[config.mk]
export PLATFORM = sky130hd
export DESIGN_NAME = vx_index_buffer_arbiter_flat
export DESIGN_NICKNAME = d
export VERILOG_FILES = /design/src/rtl/vx_index_buffer_arbiter_if.sv /design/src/rtl/vx_index_buffer_arbiter.sv /design/src/flat_wrapper.sv
export SDC_FILE = /design/constraint.sdc
export NUM_CORES = 1
export LEC_CHECK = 0
export ABC_CLOCK_PERIOD_IN_PS = 5670
export CAP_MARGIN = 15
export CORE_MARGIN = 8
export CORE_UTILIZATION = 41
export CTS_CLUSTER_DIAMETER = 80
export CTS_CLUSTER_SIZE = 20
export DETAILED_ROUTE_END_ITERATION = 8
export PLACE_DENSITY = 0.81
export SLEW_MARGIN = 20
export SYNTH_ARGS = -nofsm -noshare
export SYNTH_HDL_FRONTEND = slang
export SYNTH_SLANG_ARGS = --single-unit
[constraint.sdc]
create_clock -name clk -period 5.67 [get_ports clk]
set_clock_uncertainty 0.2 [all_clocks]
set_input_delay 1.701 -clock clk [delete_from_list [all_inputs] [get_ports clk]]
set_output_delay 1.701 -clock clk [all_outputs]
set_load 0.05 [all_outputs]
[src/rtl/vx_index_buffer_arbiter_if.sv]
// Bundle of requester, release/response and index-buffer signals around the arbiter.
// Latency: none, wiring only.
// Backpressure: carried by req_ready, rel_ready and rsp_ready.
interface vx_index_buffer_arbiter_if #(
  parameter int NUM_REQS = 4,
  parameter int DATAW    = 32,
  parameter int SIZE     = 8,
  parameter int ADDRW    = (SIZE > 1) ? $clog2(SIZE) : 1,
  parameter int REQW     = (NUM_REQS > 1) ? $clog2(NUM_REQS) : 1
);
  logic [NUM_REQS-1:0]       req_valid;
  logic [NUM_REQS*DATAW-1:0] req_data;
  logic [NUM_REQS-1:0]       req_ready;
  logic                      alloc_valid;
  logic [ADDRW-1:0]          alloc_tag;
  logic [REQW-1:0]           alloc_req_idx;
  logic                      rel_valid;
  logic [ADDRW-1:0]          rel_tag;
  logic                      rel_ready;
  logic                      rel_err;
  logic                      rsp_valid;
  logic [DATAW-1:0]          rsp_data;
  logic [REQW-1:0]           rsp_req_idx;
  logic                      rsp_ready;
  logic                      ib_acquire_en;
  logic [ADDRW-1:0]          ib_write_addr;
  logic [DATAW-1:0]          ib_write_data;
  logic                      ib_release_en;
  logic [ADDRW-1:0]          ib_read_addr;
  logic [DATAW-1:0]          ib_read_data;
  logic                      ib_full;

  // Arbiter side.
  modport slave (
    input  req_valid, req_data, rel_valid, rel_tag, rsp_ready,
           ib_write_addr, ib_read_data, ib_full,
    output req_ready, alloc_valid, alloc_tag, alloc_req_idx, rel_ready, rel_err,
           rsp_valid, rsp_data, rsp_req_idx, ib_acquire_en, ib_write_data,
           ib_release_en, ib_read_addr
  );

  // Requesters, response consumer and buffer side.
  modport master (
    output req_valid, req_data, rel_valid, rel_tag, rsp_ready,
           ib_write_addr, ib_read_data, ib_full,
    input  req_ready, alloc_valid, alloc_tag, alloc_req_idx, rel_ready, rel_err,
           rsp_valid, rsp_data, rsp_req_idx, ib_acquire_en, ib_write_data,
           ib_release_en, ib_read_addr
  );
endinterface

[src/rtl/vx_index_buffer_arbiter.sv]
// Round-robin sharing of one index buffer among NUM_REQS requesters with per-requester caps and tag ownership.
// Latency: grant same cycle, alloc_* one cycle after grant; rsp_* one cycle after an accepted release.
// Backpressure: requests stall on cap or ib_full; releases stall while an unconsumed rsp is held.
module vx_index_buffer_arbiter #(
  parameter int NUM_REQS    = 4,
  parameter int DATAW       = 32,
  parameter int SIZE        = 8,
  parameter int MAX_PER_REQ = 4,
  parameter int ADDRW       = (SIZE > 1) ? $clog2(SIZE) : 1,
  parameter int REQW        = (NUM_REQS > 1) ? $clog2(NUM_REQS) : 1
) (
  input logic clk,
  input logic reset_n,
  vx_index_buffer_arbiter_if.slave bus
);
  localparam int CNTW = $clog2(MAX_PER_REQ + 1);

  logic [REQW-1:0]                rr_ptr_q, rr_ptr_d;
  logic [NUM_REQS-1:0][CNTW-1:0]  cnt_q, cnt_d;
  logic [SIZE-1:0]                in_use_q, in_use_d;
  logic [SIZE-1:0][REQW-1:0]      owner_q, owner_d;
  logic                           alloc_valid_q, alloc_valid_d;
  logic [ADDRW-1:0]               alloc_tag_q, alloc_tag_d;
  logic [REQW-1:0]                alloc_req_idx_q, alloc_req_idx_d;
  logic                           rel_err_q, rel_err_d;
  logic                           rsp_valid_q, rsp_valid_d;
  logic [DATAW-1:0]               rsp_data_q, rsp_data_d;
  logic [REQW-1:0]                rsp_req_idx_q, rsp_req_idx_d;

  logic [NUM_REQS-1:0] elig;
  logic [NUM_REQS-1:0] grant;
  logic                grant_vld;
  logic [REQW-1:0]     grant_idx;
  logic [REQW-1:0]     scan_idx;
  logic                rel_ready;
  logic                rel_fire;
  logic                tag_in_use;
  logic                rel_ok;
  logic [REQW-1:0]     rel_owner;

  // Round-robin pick among requesters that are below their cap, blocked entirely while the buffer is full.
  always_comb begin
    elig      = '0;
    grant     = '0;
    grant_vld = 1'b0;
    grant_idx = '0;
    scan_idx  = '0;
    for (int i = 0; i < NUM_REQS; i++) begin
      elig[i] = bus.req_valid[i] && (cnt_q[i] < CNTW'(MAX_PER_REQ));
    end
    if (!bus.ib_full) begin
      for (int k = 0; k < NUM_REQS; k++) begin
        scan_idx = REQW'((int'(rr_ptr_q) + k) % NUM_REQS);
        if (!grant_vld && elig[scan_idx]) begin
          grant_vld = 1'b1;
          grant_idx = scan_idx;
        end
      end
    end
    if (grant_vld) grant[grant_idx] = 1'b1;
  end

  // Release acceptance: the single response register must be free or draining this cycle.
  always_comb begin
    rel_ready  = !rsp_valid_q || bus.rsp_ready;
    rel_fire   = bus.rel_valid && rel_ready;
    tag_in_use = in_use_q[bus.rel_tag];
    rel_ok     = rel_fire && tag_in_use;
    rel_owner  = owner_q[bus.rel_tag];
  end

  // Next-state for arbitration, ownership, counters and the registered outputs.
  always_comb begin
    rr_ptr_d        = rr_ptr_q;
    in_use_d        = in_use_q;
    owner_d         = owner_q;
    alloc_valid_d   = grant_vld;
    alloc_tag_d     = alloc_tag_q;
    alloc_req_idx_d = alloc_req_idx_q;
    rel_err_d       = rel_fire && !tag_in_use;
    rsp_valid_d     = rsp_valid_q && !bus.rsp_ready;
    rsp_data_d      = rsp_data_q;
    rsp_req_idx_d   = rsp_req_idx_q;
    // A legal release and a grant to the same requester cancel out in its counter.
    for (int i = 0; i < NUM_REQS; i++) begin
      cnt_d[i] = cnt_q[i];
      if (grant_vld && grant_idx == REQW'(i)) cnt_d[i] = cnt_d[i] + CNTW'(1);
      if (rel_ok && rel_owner == REQW'(i))    cnt_d[i] = cnt_d[i] - CNTW'(1);
    end
    if (rel_ok) begin
      in_use_d[bus.rel_tag] = 1'b0;
      rsp_valid_d           = 1'b1;
      rsp_data_d            = bus.ib_read_data;
      rsp_req_idx_d         = rel_owner;
    end
    // The buffer never offers a tag freed this same cycle, so the grant update cannot collide with the release.
    if (grant_vld) begin
      rr_ptr_d                    = (grant_idx == REQW'(NUM_REQS - 1)) ? '0 : grant_idx + REQW'(1);
      in_use_d[bus.ib_write_addr] = 1'b1;
      owner_d[bus.ib_write_addr]  = grant_idx;
      alloc_tag_d                 = bus.ib_write_addr;
      alloc_req_idx_d             = grant_idx;
    end
  end

  // State and output registers, cleared asynchronously together with the buffer.
  always_ff @(posedge clk or negedge reset_n) begin
    if (!reset_n) begin
      rr_ptr_q        <= '0;
      cnt_q           <= '0;
      in_use_q        <= '0;
      owner_q         <= '0;
      alloc_valid_q   <= 1'b0;
      alloc_tag_q     <= '0;
      alloc_req_idx_q <= '0;
      rel_err_q       <= 1'b0;
      rsp_valid_q     <= 1'b0;
      rsp_data_q      <= '0;
      rsp_req_idx_q   <= '0;
    end else begin
      rr_ptr_q        <= rr_ptr_d;
      cnt_q           <= cnt_d;
      in_use_q        <= in_use_d;
      owner_q         <= owner_d;
      alloc_valid_q   <= alloc_valid_d;
      alloc_tag_q     <= alloc_tag_d;
      alloc_req_idx_q <= alloc_req_idx_d;
      rel_err_q       <= rel_err_d;
      rsp_valid_q     <= rsp_valid_d;
      rsp_data_q      <= rsp_data_d;
      rsp_req_idx_q   <= rsp_req_idx_d;
    end
  end

  assign bus.req_ready     = grant;
  assign bus.ib_acquire_en = grant_vld;
  assign bus.ib_write_data = grant_vld ? bus.req_data[int'(grant_idx)*DATAW +: DATAW] : '0;
  assign bus.ib_release_en = rel_ok;
  assign bus.ib_read_addr  = bus.rel_tag;
  assign bus.rel_ready     = rel_ready;
  assign bus.rel_err       = rel_err_q;
  assign bus.alloc_valid   = alloc_valid_q;
  assign bus.alloc_tag     = alloc_tag_q;
  assign bus.alloc_req_idx = alloc_req_idx_q;
  assign bus.rsp_valid     = rsp_valid_q;
  assign bus.rsp_data      = rsp_data_q;
  assign bus.rsp_req_idx   = rsp_req_idx_q;
endmodule

[src/flat_wrapper.sv]
// flat-port wrapper written by rule: the top's interface ports become plain ports
module vx_index_buffer_arbiter_flat 
#(
  parameter int NUM_REQS    = 4,
  parameter int DATAW       = 32,
  parameter int SIZE        = 8,
  parameter int MAX_PER_REQ = 4,
  parameter int ADDRW       = (SIZE > 1) ? $clog2(SIZE) : 1,
  parameter int REQW        = (NUM_REQS > 1) ? $clog2(NUM_REQS) : 1
)
  (clk, reset_n, bus_req_valid, bus_req_data, bus_rel_valid, bus_rel_tag, bus_rsp_ready, bus_ib_write_addr, bus_ib_read_data, bus_ib_full, bus_req_ready, bus_alloc_valid, bus_alloc_tag, bus_alloc_req_idx, bus_rel_ready, bus_rel_err, bus_rsp_valid, bus_rsp_data, bus_rsp_req_idx, bus_ib_acquire_en, bus_ib_write_data, bus_ib_release_en, bus_ib_read_addr);
  vx_index_buffer_arbiter_if #(.NUM_REQS(NUM_REQS), .DATAW(DATAW), .SIZE(SIZE), .ADDRW(ADDRW), .REQW(REQW)) bus_i ();
  input logic clk;
  input logic reset_n;
  input wire logic [$bits(bus_i.req_valid)-1:0] bus_req_valid;
  input wire logic [$bits(bus_i.req_data)-1:0] bus_req_data;
  input wire logic [$bits(bus_i.rel_valid)-1:0] bus_rel_valid;
  input wire logic [$bits(bus_i.rel_tag)-1:0] bus_rel_tag;
  input wire logic [$bits(bus_i.rsp_ready)-1:0] bus_rsp_ready;
  input wire logic [$bits(bus_i.ib_write_addr)-1:0] bus_ib_write_addr;
  input wire logic [$bits(bus_i.ib_read_data)-1:0] bus_ib_read_data;
  input wire logic [$bits(bus_i.ib_full)-1:0] bus_ib_full;
  output wire logic [$bits(bus_i.req_ready)-1:0] bus_req_ready;
  output wire logic [$bits(bus_i.alloc_valid)-1:0] bus_alloc_valid;
  output wire logic [$bits(bus_i.alloc_tag)-1:0] bus_alloc_tag;
  output wire logic [$bits(bus_i.alloc_req_idx)-1:0] bus_alloc_req_idx;
  output wire logic [$bits(bus_i.rel_ready)-1:0] bus_rel_ready;
  output wire logic [$bits(bus_i.rel_err)-1:0] bus_rel_err;
  output wire logic [$bits(bus_i.rsp_valid)-1:0] bus_rsp_valid;
  output wire logic [$bits(bus_i.rsp_data)-1:0] bus_rsp_data;
  output wire logic [$bits(bus_i.rsp_req_idx)-1:0] bus_rsp_req_idx;
  output wire logic [$bits(bus_i.ib_acquire_en)-1:0] bus_ib_acquire_en;
  output wire logic [$bits(bus_i.ib_write_data)-1:0] bus_ib_write_data;
  output wire logic [$bits(bus_i.ib_release_en)-1:0] bus_ib_release_en;
  output wire logic [$bits(bus_i.ib_read_addr)-1:0] bus_ib_read_addr;
  assign bus_i.req_valid = bus_req_valid;
  assign bus_i.req_data = bus_req_data;
  assign bus_i.rel_valid = bus_rel_valid;
  assign bus_i.rel_tag = bus_rel_tag;
  assign bus_i.rsp_ready = bus_rsp_ready;
  assign bus_i.ib_write_addr = bus_ib_write_addr;
  assign bus_i.ib_read_data = bus_ib_read_data;
  assign bus_i.ib_full = bus_ib_full;
  assign bus_req_ready = bus_i.req_ready;
  assign bus_alloc_valid = bus_i.alloc_valid;
  assign bus_alloc_tag = bus_i.alloc_tag;
  assign bus_alloc_req_idx = bus_i.alloc_req_idx;
  assign bus_rel_ready = bus_i.rel_ready;
  assign bus_rel_err = bus_i.rel_err;
  assign bus_rsp_valid = bus_i.rsp_valid;
  assign bus_rsp_data = bus_i.rsp_data;
  assign bus_rsp_req_idx = bus_i.rsp_req_idx;
  assign bus_ib_acquire_en = bus_i.ib_acquire_en;
  assign bus_ib_write_data = bus_i.ib_write_data;
  assign bus_ib_release_en = bus_i.ib_release_en;
  assign bus_ib_read_addr = bus_i.ib_read_addr;
  vx_index_buffer_arbiter #(.NUM_REQS(NUM_REQS), .DATAW(DATAW), .SIZE(SIZE), .MAX_PER_REQ(MAX_PER_REQ), .ADDRW(ADDRW), .REQW(REQW)) u_core (.clk(clk), .reset_n(reset_n), .bus(bus_i));
endmodule
==> results.toml, run 1 <==
[layout]
drive_above_1_share_pct = 25.7
final_nets = 953
syn_to_final_growth_pct = 77.7
final_cell_mix = "clkdlybuf4s50_1 (213), dfrtp_1 (80), mux2_2 (48)"
final_common_cell = "clkdlybuf4s50_1"

[run]
cap_violations = 0

[grt]
grt_first_pass_wirelength_mm = 30.7
antenna_found_initial = 1
grt_pass1_vias = 5565
track_usage_pct = 23.8
grt_max_degree = 81
globalRouteOverflowTotal = 0

[critical_path]
reg2reg_from = "u_core.rr_ptr_q[0]"
path_class = "input pin to output port"
crit_arrival_ps = 3650
r2r_cells = 13
critPathLaunchType = "input pin"
crit_required_ps = 3770
rrSetupSlack_ps = 2330
worstPathMaxFanout = 7
critPathCaptureType = "output port"
timing.rr.end = "u_core.cnt_q[11]"

[floorplanning]
fp.dieH_um = 127
row_count = 40
start_util_pct = 42.0
die_w_um = 127
core_um2 = 12100
io_pins = 259
dieArea_um2 = 16200

[logic_synthesis]
syn_nets = 685
synthCells = 498
synth_top_area_share_pct = 39.5
synth_edf_count = 0
ys.flop_type = "dfrtp_1"
ys_ff_latch = 80
synth_warnings = 0
syn_avg_cell_area_um2 = 10.2
netlist-cell-type-count = 51
synth_seq_area_share_pct = 39.5
synth.area.top_cells = "dfrtp_1 (40%), mux2_2 (11%), a211oi_1 (9.8%), mux2i_1 (8.7%), nor4_1 (4.1%)"
synth_top_cell_by_area = "dfrtp_1"
async_flop_share_pct = 100
synth_area_um2 = 5070

[clocking]
cts_tree = "done"
root_buffer = "clkbuf_16"
cts_max_path_buffers = 2
cts_made_buffers = 9
path_clk_slew_ps = 60
cts_sinks = 80
htreeDepth = 3
clk_latency_ps = 340

[sta]
worst_slew_pin_slew_ps = 719
period_minus_slack_ps = 5550
post-route-period-util_pct = 97.9
fmax_mhz = 180
tns_ps = 0
maxSlewHeadroom_pct = 52.1
setup_ws_ps = 117
slew_viol_final = 0
rsz0062_at_grt = "no"
setup_viol = 0
hold_viol = 0

[hold_path]
holdCritStartpoint = "u_core.bus.alloc_tag[0]"
holdPathEnd = "u_core.bus.alloc_tag[0]"
holdPathStages = 2
min-delay-path-class = "flip-flop to flip-flop"

[power]
p_leak_nw = 3.75
ir_drop_mv = 0.513
power_mw = 4.78
power.density_nw_per_um2 = 531

[drt]
vias = 5178
drt_first_iter_violations = 373
postRouteAntennaNets = 0
firstDrtPassIters = 4
drc = 0
via_per_inst = 5.50
wire_per_inst_um = 21.4
wl_mm = 20.2

[run_status]
status = "finished clean"

[place]
place_congestion = 0.919
dp_slack_ps = -89.6
io_buffers = 258
dp_hpwl_mm = 15.3
[cell families after synthesis]
kind of cell,Yosys count,synth area share (%)
buffers and inverters,86,7.78
flip-flops,80,39.5
multiplexers,95,20.5
AND/OR/NAND/NOR,113,12.5
AO/OA/AOI/OAI,96,14.0
XOR/XNOR,16,2.77
adder cells (fa/ha/maj),12,2.96
[synth_stat cells, types with 4 or more instances]
master / instances
a211oi_1: 66
a21oi_1: 7
buf_2: 12
buf_4: 11
clkbuf_1: 17
dfrtp_1: 80
ha_1: 12
inv_1: 41
mux2_2: 48
mux2i_1: 44
nand2_1: 31
nand2b_1: 7
nand3_1: 9
nand4_1: 4
nor2_1: 8
nor4_1: 33
o21ai_0: 5
o41ai_1: 4
xnor2_1: 9
xor2_1: 7
[registers in the layout, summed over array words and instances, names as in the netlist]
signal	count
u_core.bus.alloc_tag	3
u_core.cnt_q	12
u_core.bus.rsp_data	32
u_core.in_use_q	8
u_core.bus.alloc_req_idx	2
u_core.rr_ptr_q	2
u_core.owner_q	16
u_core.bus.rel_err	1
u_core.bus.rsp_valid	1
u_core.bus.alloc_valid	1
u_core.bus.rsp_req_idx	2
[layer usage]
metal / vias up / global-route usage (%) / routed length (um)
li1: 2374 / - / -
met3: 37 / 7.15 / 1670
met4: 0 / 6.72 / 524
met1: 2518 / 26.9 / 7740
met5: - / 0 / 0
met2: 249 / 42.5 / 10200
[how the worst max path moves through the flow]
stage                                start                     to  slack, ps  cells past startpoint
after detailed placement  bus_req_valid[0]   bus_ib_write_data[0]        -90                     10
after global routing           bus_ib_full  bus_ib_write_data[11]         60                      8
after CTS                 bus_req_valid[3]  bus_ib_write_data[26]        -20                      8
final                          bus_ib_full  bus_ib_write_data[11]        120                      8
after floorplan           bus_req_valid[0]   bus_ib_write_data[0]       -270                      6
after global placement    bus_req_valid[0]  bus_ib_write_data[31]        -50                      9
[metrics by stage]
step | utilization (%) | hold slack (ps) | instance area [um^2] | std cells
6_report | 74.6 | 282 | 9000 | 941
4_1_cts | 72.7 | 282 | 8770 | 930
5_1_grt | 74.6 | 303 | 9000 | 941
2_1_floorplan | - | 244 | 5200 | 498
3_5_place_dp | 69.7 | 267 | 8410 | 914
3_3_place_gp | 69.7 | 261 | 8410 | 914
[worst max-delay path, stage by stage]
cell and delay [ps]:
clkdlybuf4s50_1 440, a21o_1 210, nor3_4 320, buf_6 180, clkbuf_16 150, mux2i_1 90
a211oi_2 320, clkbuf_16 230
[repair_timing]
| item | 4_1_cts | 5_1_grt |
|---|---|---|
| cloned | 0 | 5 |
| hold buffers | 0 | 0 |
| pin swaps | 5 | 12 |
| setup endpoints to repair | 33 | 36 |
| setup buffers | 0 | 4 |
| gates resized for setup | 6 | 20 |
[final cells by class]
type	instances	area, um^2
Antenna cell	2	5.00
Clock buffer	9	225
Clock inverter	7	104
Fill cell	804	3060
Inverter	43	164
Multi-Input combinational cell	332	2910
Sequential cell	80	2000
Tap cell	168	210
Timing Repair Buffer	300	3390
[power breakdown]
part	switching [mW]	total, mW	internal [mW]
Sequential	0.163	1.00	0.837
Combinational	1.82	3.15	1.34
Clock	0.242	0.632	0.391
Total	2.22	4.78	2.56
Power figures use the tool's default switching activity.
==> run 2, diff against run 1 <==
- SLEW_MARGIN: 20 -> 25
==> results of run 2 <==
The final DEF is identical to that of run 1; final timing and power are the same.
==> run 3, diff against run 2 <==
- GPL_ROUTABILITY_DRIVEN: unset -> 0
==> run 3 against run 2 <==
Effect of this change:
- cell area decreased by 0.38%
- fmax increased by 1.0%
- hold slack got worse by 5.6 ps
- register-to-register slack improved by 180 ps
- sequential power about the same
- clock power decreased by 16%
- largest power group unchanged
- highest routed layer unchanged
==> results.toml, run 3 (synthesis results as in run 1) <==
[run_status]
status = "finished clean"

[power]
power.density_nw_per_um2 = 525
power_mw = 4.71
p_leak_nw = 3.71
ir_drop_mv = 0.439

[place]
dp_slack_ps = -131
io_buffers = 258
placed_area_um2 = 8420
dp_hpwl_mm = 15.3

[clocking]
holdBufCountCts = 0
cts_tree = "done"
cts_max_path_buffers = 2
clk_latency_ps = 330
cts_sinks = 80
path_clk_slew_ps = 50
root_buffer = "clkbuf_16"
cts_made_buffers = 9
htreeDepth = 3

[sta]
slew_viol_final = 0
worst_slew_pin_slew_ps = 711
hold_viol = 0
setup_viol = 0
rsz0062_at_grt = "no"
tns_ps = 0
fmax_mhz = 182
period_minus_slack_ps = 5500
post-route-period-util_pct = 96.9
maxSlewHeadroom_pct = 52.6
setup_ws_ps = 174

[critical_path]
cp_cell_sequence = "clkdlybuf4s50_1 > a21o_1 > nor3_4 > buf_6 > clkbuf_16 > mux2i_1 > a211oi_1 > buf_4 > buf_12"
path_class = "input pin to output port"
crit_arrival_ps = 3600
slowest_delay_ps = 430
critPathLaunchType = "input pin"
crit_required_ps = 3770
critPathCaptureType = "output port"
worstPathMaxFanout = 5
path_buf_inv = 5
cp_slowest_cell = "clkdlybuf4s50_1"
cp_top_family = "buffers and inverters"

[drt]
via_per_inst = 5.46
vias = 5120
drc = 0
drt_first_iter_violations = 370
wire_per_inst_um = 21.4
firstDrtPassIters = 4
postRouteAntennaNets = 0
wl_mm = 20.1

[grt]
grt_first_pass_wirelength_mm = 30.5
grt_max_degree = 81
antenna_found_initial = 1
track_usage_pct = 23.7
globalRouteOverflowTotal = 0
grt_pass1_vias = 5492

[layout]
final_core_util_pct = 74.4
final_nets = 951
fin_area_um2 = 8970
largest_register_ffs = 32
final_cell_mix = "clkdlybuf4s50_1 (213), dfrtp_1 (80), mux2_2 (48)"
syn_to_final_growth_pct = 77.1
drive_above_1_share_pct = 26.7
final_common_cell = "clkdlybuf4s50_1"

[floorplanning]
dieArea_um2 = 16200
start_util_pct = 42.0
core_um2 = 12100
row_count = 40
die_w_um = 127
io_pins = 259
fp.dieH_um = 127

[run]
cap_violations = 0

[hold_path]
min-delay-path-class = "flip-flop to flip-flop"
run 3: cell types whose count changed in the layout (fill, tap and decap cells not counted), moves of 3 or more:
cell | previous run | this run
a211oi_1 | 33 | 28
clkbuf_16 | 15 | 10
clkinv_2 | 0 | 3
nor4_1 | 31 | 26
buf_12 | 36 | 39
a211oi_2 | 31 | 35
nor4_2 | 2 | 5
run 3: area by class of cell:
cell class,instances,area (um^2)
inverter,43,161
fill,822,3090
timing repair buffer,298,3320
clock inverter,5,32.5
sequential,80,2000
antenna,1,2.50
clock buffer,11,243
multi-input combinational,332,3000
tap,168,210
run 3: metrics by stage:
stage	hold slack, ps	cells
floorplan	244	498
global placement	259	914
detailed placement	262	914
CTS	275	930
global route	315	938
finish	276	938
run 3: final timing paths:
kind | slack [ps] | cells after the start | endpoint | start
min in group asynchronous | 1200 | 1 | u_core.bus.rsp_data[23] | reset_n
min | 280 | 2 | u_core.bus.alloc_tag[1] | u_core.bus.alloc_tag[1]
min reg2reg | 280 | 2 | u_core.bus.alloc_tag[1] | u_core.bus.alloc_tag[1]
max in group asynchronous | 3590 | 1 | u_core.bus.rsp_data[12] | reset_n
max | 170 | 9 | bus_ib_write_data[1] | bus_ib_full
max reg2reg | 2510 | 13 | u_core.cnt_q[11] | u_core.rr_ptr_q[0]
run 3: timing repair:
| item | in CTS | in global routing |
|---|---|---|
| resized for setup | 8 | 29 |
| pin swaps | 10 | 9 |
| buffers inserted | 0 | 4 |
| endpoints found under the setup margin | 35 | 36 |
| endpoints found under the hold margin | 0 | 0 |
| cloned | 0 | 3 |
run 3: metal layers:
| metal | global-route usage [%] | up-vias | routed length [um] |
|---|---|---|---|
| li1 | - | 2361 | - |
| met1 | 26.5 | 2489 | 7560 |
| met2 | 41.7 | 230 | 10300 |
| met3 | 7.36 | 40 | 1590 |
| met4 | 8.47 | 0 | 574 |
| met5 | 0 | - | 0 |
run 3: power by group:
group / internal, mW / switching (mW) / leakage (nW)
combinational: 1.33 / 1.84 / 2.61
clock: 0.307 / 0.220 / 0.139
sequential: 0.838 / 0.168 / 0.959
run 3: worst min-delay path, stage by stage, from the launching register on:
cell and delay, ps:
dfrtp_1 330, nand2_1 50, nand2_1 60
